## src/rtl/serial_pkg.sv

```systemverilog
// Shared definitions for the serial transmit and receive controllers.
package serial_pkg;

    localparam int   DATA_W_DEF  = 8;
    localparam int   TICK_W_DEF  = 4;
    localparam logic IDLE_LEVEL  = 1'b1;
    localparam logic START_LEVEL = 1'b0;

    typedef enum logic [2:0] {
        IDLE,
        START,
        DATA,
        PARITY,
        STOP
    } tx_state_t;

endpackage

```

## src/rtl/bit_timer.sv

```systemverilog
// Bit-period timer: counts En ticks and flags the last tick of each bit period.
module bit_timer
    import serial_pkg::*;
#(
    parameter int TICK_W = TICK_W_DEF
) (
    input  logic              Clk,
    input  logic              Reset,
    input  logic              En,
    input  logic              clr,
    input  logic [TICK_W-1:0] period,
    output logic              bit_end
);

    logic [TICK_W-1:0] tick_q;
    logic [TICK_W-1:0] tick_d;

    assign bit_end = En && (tick_q == period);

    // The counter wraps on the same edge that ends the bit.
    always_comb begin
        tick_d = tick_q;
        if (clr) begin
            tick_d = '0;
        end else if (bit_end) begin
            tick_d = '0;
        end else if (En) begin
            tick_d = tick_q + TICK_W'(1);
        end
    end

    always_ff @(posedge Clk) begin
        if (Reset) begin
            tick_q <= '0;
        end else begin
            tick_q <= tick_d;
        end
    end

endmodule

```

## src/rtl/serial_tx_controller.sv

```systemverilog
// Serial transmitter: start bit, DATA_W bits LSB-first, optional even parity, stop bit.
// Build with SERIAL_TX_PARITY_EN defined to insert the parity bit before the stop bit.
module serial_tx_controller
    import serial_pkg::*;
#(
    parameter int DATA_W = DATA_W_DEF,
    parameter int TICK_W = TICK_W_DEF
) (
    input  logic              Clk,
    input  logic              Reset,
    input  logic              En,
    input  logic [TICK_W-1:0] m,
    input  logic              load,
    input  logic [DATA_W-1:0] din,
    output logic              txd,
    output logic              busy,
    output logic              done
);

    localparam int CNT_W = $clog2(DATA_W + 1);
    localparam logic [CNT_W-1:0] LAST_BIT = CNT_W'(DATA_W - 1);

    tx_state_t         state_q, state_d;
    logic [DATA_W-1:0] shift_q, shift_d;
    logic [TICK_W-1:0] period_q, period_d;
    logic [CNT_W-1:0]  bit_cnt_q, bit_cnt_d;
    logic              txd_q, txd_d;
    logic              busy_q, busy_d;
    logic              done_q, done_d;
    logic              timer_clr;
    logic              bit_end;
`ifdef SERIAL_TX_PARITY_EN
    logic              parity_q, parity_d;
`endif

    bit_timer #(
        .TICK_W (TICK_W)
    ) u_bit_timer (
        .Clk     (Clk),
        .Reset   (Reset),
        .En      (En),
        .clr     (timer_clr),
        .period  (period_q),
        .bit_end (bit_end)
    );

    always_comb begin
        state_d   = state_q;
        shift_d   = shift_q;
        period_d  = period_q;
        bit_cnt_d = bit_cnt_q;
        timer_clr = 1'b0;
        done_d    = 1'b0;
`ifdef SERIAL_TX_PARITY_EN
        parity_d  = parity_q;
`endif
        case (state_q)
            IDLE: begin
                if (load) begin
                    state_d   = START;
                    shift_d   = din;
                    // Terminal tick is 2^TICK_W-1-m, which is simply ~m.
                    period_d  = ~m;
                    bit_cnt_d = '0;
                    timer_clr = 1'b1;
`ifdef SERIAL_TX_PARITY_EN
                    parity_d  = ^din;
`endif
                end
            end
            START: begin
                if (bit_end) begin
                    state_d = DATA;
                end
            end
            DATA: begin
                if (bit_end) begin
                    shift_d = shift_q >> 1;
                    if (bit_cnt_q == LAST_BIT) begin
                        bit_cnt_d = '0;
`ifdef SERIAL_TX_PARITY_EN
                        state_d   = PARITY;
`else
                        state_d   = STOP;
`endif
                    end else begin
                        bit_cnt_d = bit_cnt_q + CNT_W'(1);
                    end
                end
            end
`ifdef SERIAL_TX_PARITY_EN
            PARITY: begin
                if (bit_end) begin
                    state_d = STOP;
                end
            end
`endif
            STOP: begin
                if (bit_end) begin
                    state_d = IDLE;
                    done_d  = 1'b1;
                end
            end
            default: begin
                state_d = IDLE;
            end
        endcase
    end

    // Line level is derived from the next state so txd is a clean flop output.
    always_comb begin
        txd_d  = IDLE_LEVEL;
        busy_d = (state_d != IDLE);
        case (state_d)
            START:   txd_d = START_LEVEL;
            DATA:    txd_d = shift_d[0];
`ifdef SERIAL_TX_PARITY_EN
            PARITY:  txd_d = parity_d;
`endif
            default: txd_d = IDLE_LEVEL;
        endcase
    end

    always_ff @(posedge Clk) begin
        if (Reset) begin
            state_q   <= IDLE;
            shift_q   <= '0;
            period_q  <= '0;
            bit_cnt_q <= '0;
            txd_q     <= IDLE_LEVEL;
            busy_q    <= 1'b0;
            done_q    <= 1'b0;
`ifdef SERIAL_TX_PARITY_EN
            parity_q  <= 1'b0;
`endif
        end else begin
            state_q   <= state_d;
            shift_q   <= shift_d;
            period_q  <= period_d;
            bit_cnt_q <= bit_cnt_d;
            txd_q     <= txd_d;
            busy_q    <= busy_d;
            done_q    <= done_d;
`ifdef SERIAL_TX_PARITY_EN
            parity_q  <= parity_d;
`endif
        end
    end

    assign txd  = txd_q;
    assign busy = busy_q;
    assign done = done_q;

endmodule

```

## config.mk

```make
export PLATFORM = sky130hd
export DESIGN_NAME = serial_tx_controller
export DESIGN_NICKNAME = d
export VERILOG_FILES = /design/src/rtl/serial_pkg.sv /design/src/rtl/bit_timer.sv /design/src/rtl/serial_tx_controller.sv
export SDC_FILE = /design/constraint.sdc
export NUM_CORES = 1
export LEC_CHECK = 0
export CAP_MARGIN = 5
export CORE_ASPECT_RATIO = 0.8
export CORE_MARGIN = 2
export CORE_UTILIZATION = 45
export DETAILED_ROUTE_END_ITERATION = 10
export DONT_BUFFER_PORTS = 1
export PLACE_DENSITY = 0.7
export SETUP_SLACK_MARGIN = 0.02
export SLEW_MARGIN = 15
export SYNTH_ARGS = -nofsm -noshare
export SYNTH_HDL_FRONTEND = slang
export SYNTH_SLANG_ARGS = --single-unit
```

## constraint.sdc

```tcl
create_clock -name Clk -period 3.81 [get_ports Clk]
set_input_delay 0.381 -clock Clk [delete_from_list [all_inputs] [get_ports Clk]]
set_output_delay 0.381 -clock Clk [all_outputs]
set_load 0.03 [all_outputs]
```

==> metrics.cfg <==
[run_status]
outcome = completed

[clocking]
cts.sinks = 26
cts_max_path_buffers = 2
cts_resized = 0
cts_hold_buf = 0
cts_tree = yes
cts_buffers = 3
clkTransAtPathRegs_ns = 0.13
cts_htree_levels = 1
clk_latency_ns = 0.32
post_cts_buffers = 0
clock-root-buffer = clkbuf_4

[setup_path]
crit_path_end_kind = flip-flop
path_max_fanout = 15
r2r_setup_slack_ns = 1.62
crit_required_ns = 4.08
cp.arrival_ns = 2.45
worstSetupPathType = flip-flop to flip-flop
cp-start-kind = flip-flop
worstRegToRegCells = 5

[pwr]
p_leak_nw = 0.452
peakVddDrop_uv = 247
pwr_density_cell_nw_per_um2 = 481

[routing]
drtPass1Iterations = 4
ant_nets = 0
drc = 0
drt_iter0_markers = 39
avgViaCountPerCell = 5.60
num_vias = 918
postRouteWirelength_um = 2280
wl_per_cell_um = 13.9

[sta]
final-hold-violation-count = 0
tns_ns = 0
rsz0062_at_grt = false
slew-limit-headroom = 0.620
period_share = 0.574
skew_ns = 0.00136
timing.final.max_slew_violations = 0
min_period_ns = 2.19
tightest_slew_ns = 0.570
setup_ws_ns = 1.62
max_freq_mhz = 458
finalSetupViolations = 0

[floorplan]
start_util = 0.474
die_h_um = 49.6
rows = 16
core-area_um2 = 2460
die-area_um2 = 3020
die_w_um = 60.9
ioPinCount = 19

[yosys]
syn_area_um2 = 1170
syn_nets = 148
ys_ff_latch = 26
ys.warnings.count = 0
synth_top_cells_by_area = dfxtp_1, a21oi_1, nor2_1
ys_seq_area_frac = 0.446
avgSynthCellArea_um2 = 8.98
synthDistinctLibCells = 39
yosysTopAreaCell = dfxtp_1
synth_top_area_share = 0.446
synth_cells = 130

[global_routing]
grt_max_degree = 23
grt_first_pass_wirelength_um = 3750
grt-ovfl-total = 0
grt_usage = 0.165
antenna_found_initial = 0
grt_pass1_vias = 859

[cells_and_area]
num_antenna_cells = 0
postLayoutCoreUtil = 0.508
layout-area-overhead-vs-synth_pct = 7.18
finalNetCount = 147
n_fill_cell = 240
drive_above_1_share = 0.0938

[place]
dp_slack_ns = 1.66
io_buffers = 0
dpl.hpwl_um = 1690
place_congestion = 0.763

[hold_path]
hold_depth = 1
worstHoldPathType = primary input to flip-flop

[run]
maxCapViolations = 0

-- cells in the mapped netlist, drive strengths merged --
cell type,n
dfxtp,26
nor2,16
a21oi,13
nand2,10
a32oi,6
a211oi,5
clkbuf,5
and3,4
xor2,4
nand3,3
nor3,3
o21ai,3
xnor2,3
a31oi,2
buf,2
ha,2
mux2i,2
nand3b,2
or3,2
or3b,2
a21o,1
a22oi,1
inv,1
nand4,1
nand4b,1
nor2b,1
nor3b,1
nor4b,1
o21ba,1
o311ai,1
o31a,1
o31ai,1
or2,1
or4,1
or4b,1
-- metal layers --
| metal | global-route usage | wire [um] | vias to the layer above |
|---|---|---|---|
| met4 | 0.0435 | 28 | 0 |
| met1 | 0.220 | 1080 | 414 |
| met2 | 0.246 | 999 | 27 |
| met3 | 0.0682 | 176 | 6 |
| met5 | 0 | 0 | - |
| li1 | - | - | 471 |
-- final cells by class --
class                           instances  area [um2]  area share
Inverter                                1        3.75     0.00300
Clock buffer                            3        22.5      0.0180
Multi-Input combinational cell         96         622       0.497
Sequential cell                        26         520       0.416
Clock inverter                          1        30.0      0.0240
Timing Repair Buffer                    1        7.51     0.00600
Tap cell                               36        45.0      0.0360
-- state kept, by name, summed over array words and instances, names as in the netlist --
signal and count:
done 1, txd 1, period_q 4, busy 1, u_bit_timer.tick_q 4, shift_q 8, state_q 3, bit_cnt_q 4
-- critical path, stage by stage (launching register included) --
cell and delay (ns):
dfxtp_1 0.44, or3b_4 0.45, nor3_4 0.29, a21oi_2 0.23, or4b_1 0.56, a21oi_1 0.15
-- logic make-up after synthesis --
logic type | count (synthesis) | share of synthesized area
buffers and inverters | 8 | 0.0268
XOR/XNOR | 7 | 0.0525
AND/OR/NAND/NOR | 50 | 0.234
AO/OA/AOI/OAI | 35 | 0.203
flip-flops | 26 | 0.446
multiplexers | 2 | 0.0171
adder cells (fa/ha/maj) | 2 | 0.0214
-- metrics by stage --
stage                     hold slack [ns]  cells  power [mW]  area [um2]
after floorplan                     0.436    130       0.405        1170
after global placement              0.440    160       0.417        1200
after detailed placement            0.447    160       0.421        1200
after CTS                          0.0947    164       0.607        1250
after global routing               0.0668    164       0.638        1250
final                               0.107    164       0.602        1250
-- final timing paths --
path         startpoint            to
max reg2reg  state_q[1]  bit_cnt_q[2]
min reg2reg  shift_q[2]    shift_q[2]
max          state_q[1]  bit_cnt_q[2]
min               Reset          busy
-- cell usage in the layout, fill, tap and decap left out, drive strengths merged --
cell and n:
a211oi 5, a21o 1, a21oi 13, a22oi 1, a31oi 2, a32oi 6, and3 4, buf 1
bufinv 1, clkbuf 3, dfxtp 26, ha 2, inv 1, mux2i 2, nand2 10, nand3 3
nand3b 2, nand4 1, nand4b 1, nor2 16, nor2b 1, nor3 3, nor3b 1, nor4b 1
o21ai 3, o21ba 1, o311ai 1, o31a 1, o31ai 1, or2 1, or3 2, or3b 2
or4 1, or4b 1, xnor2 3, xor2 4
-- report_power, final --
part | internal [mW] | leakage, nW | switching (mW)
sequential | 0.293 | 0.213 | 0.0229
clock | 0.106 | 0.0279 | 0.0797
combinational | 0.0399 | 0.211 | 0.0598
Power figures use the tool's default switching activity.
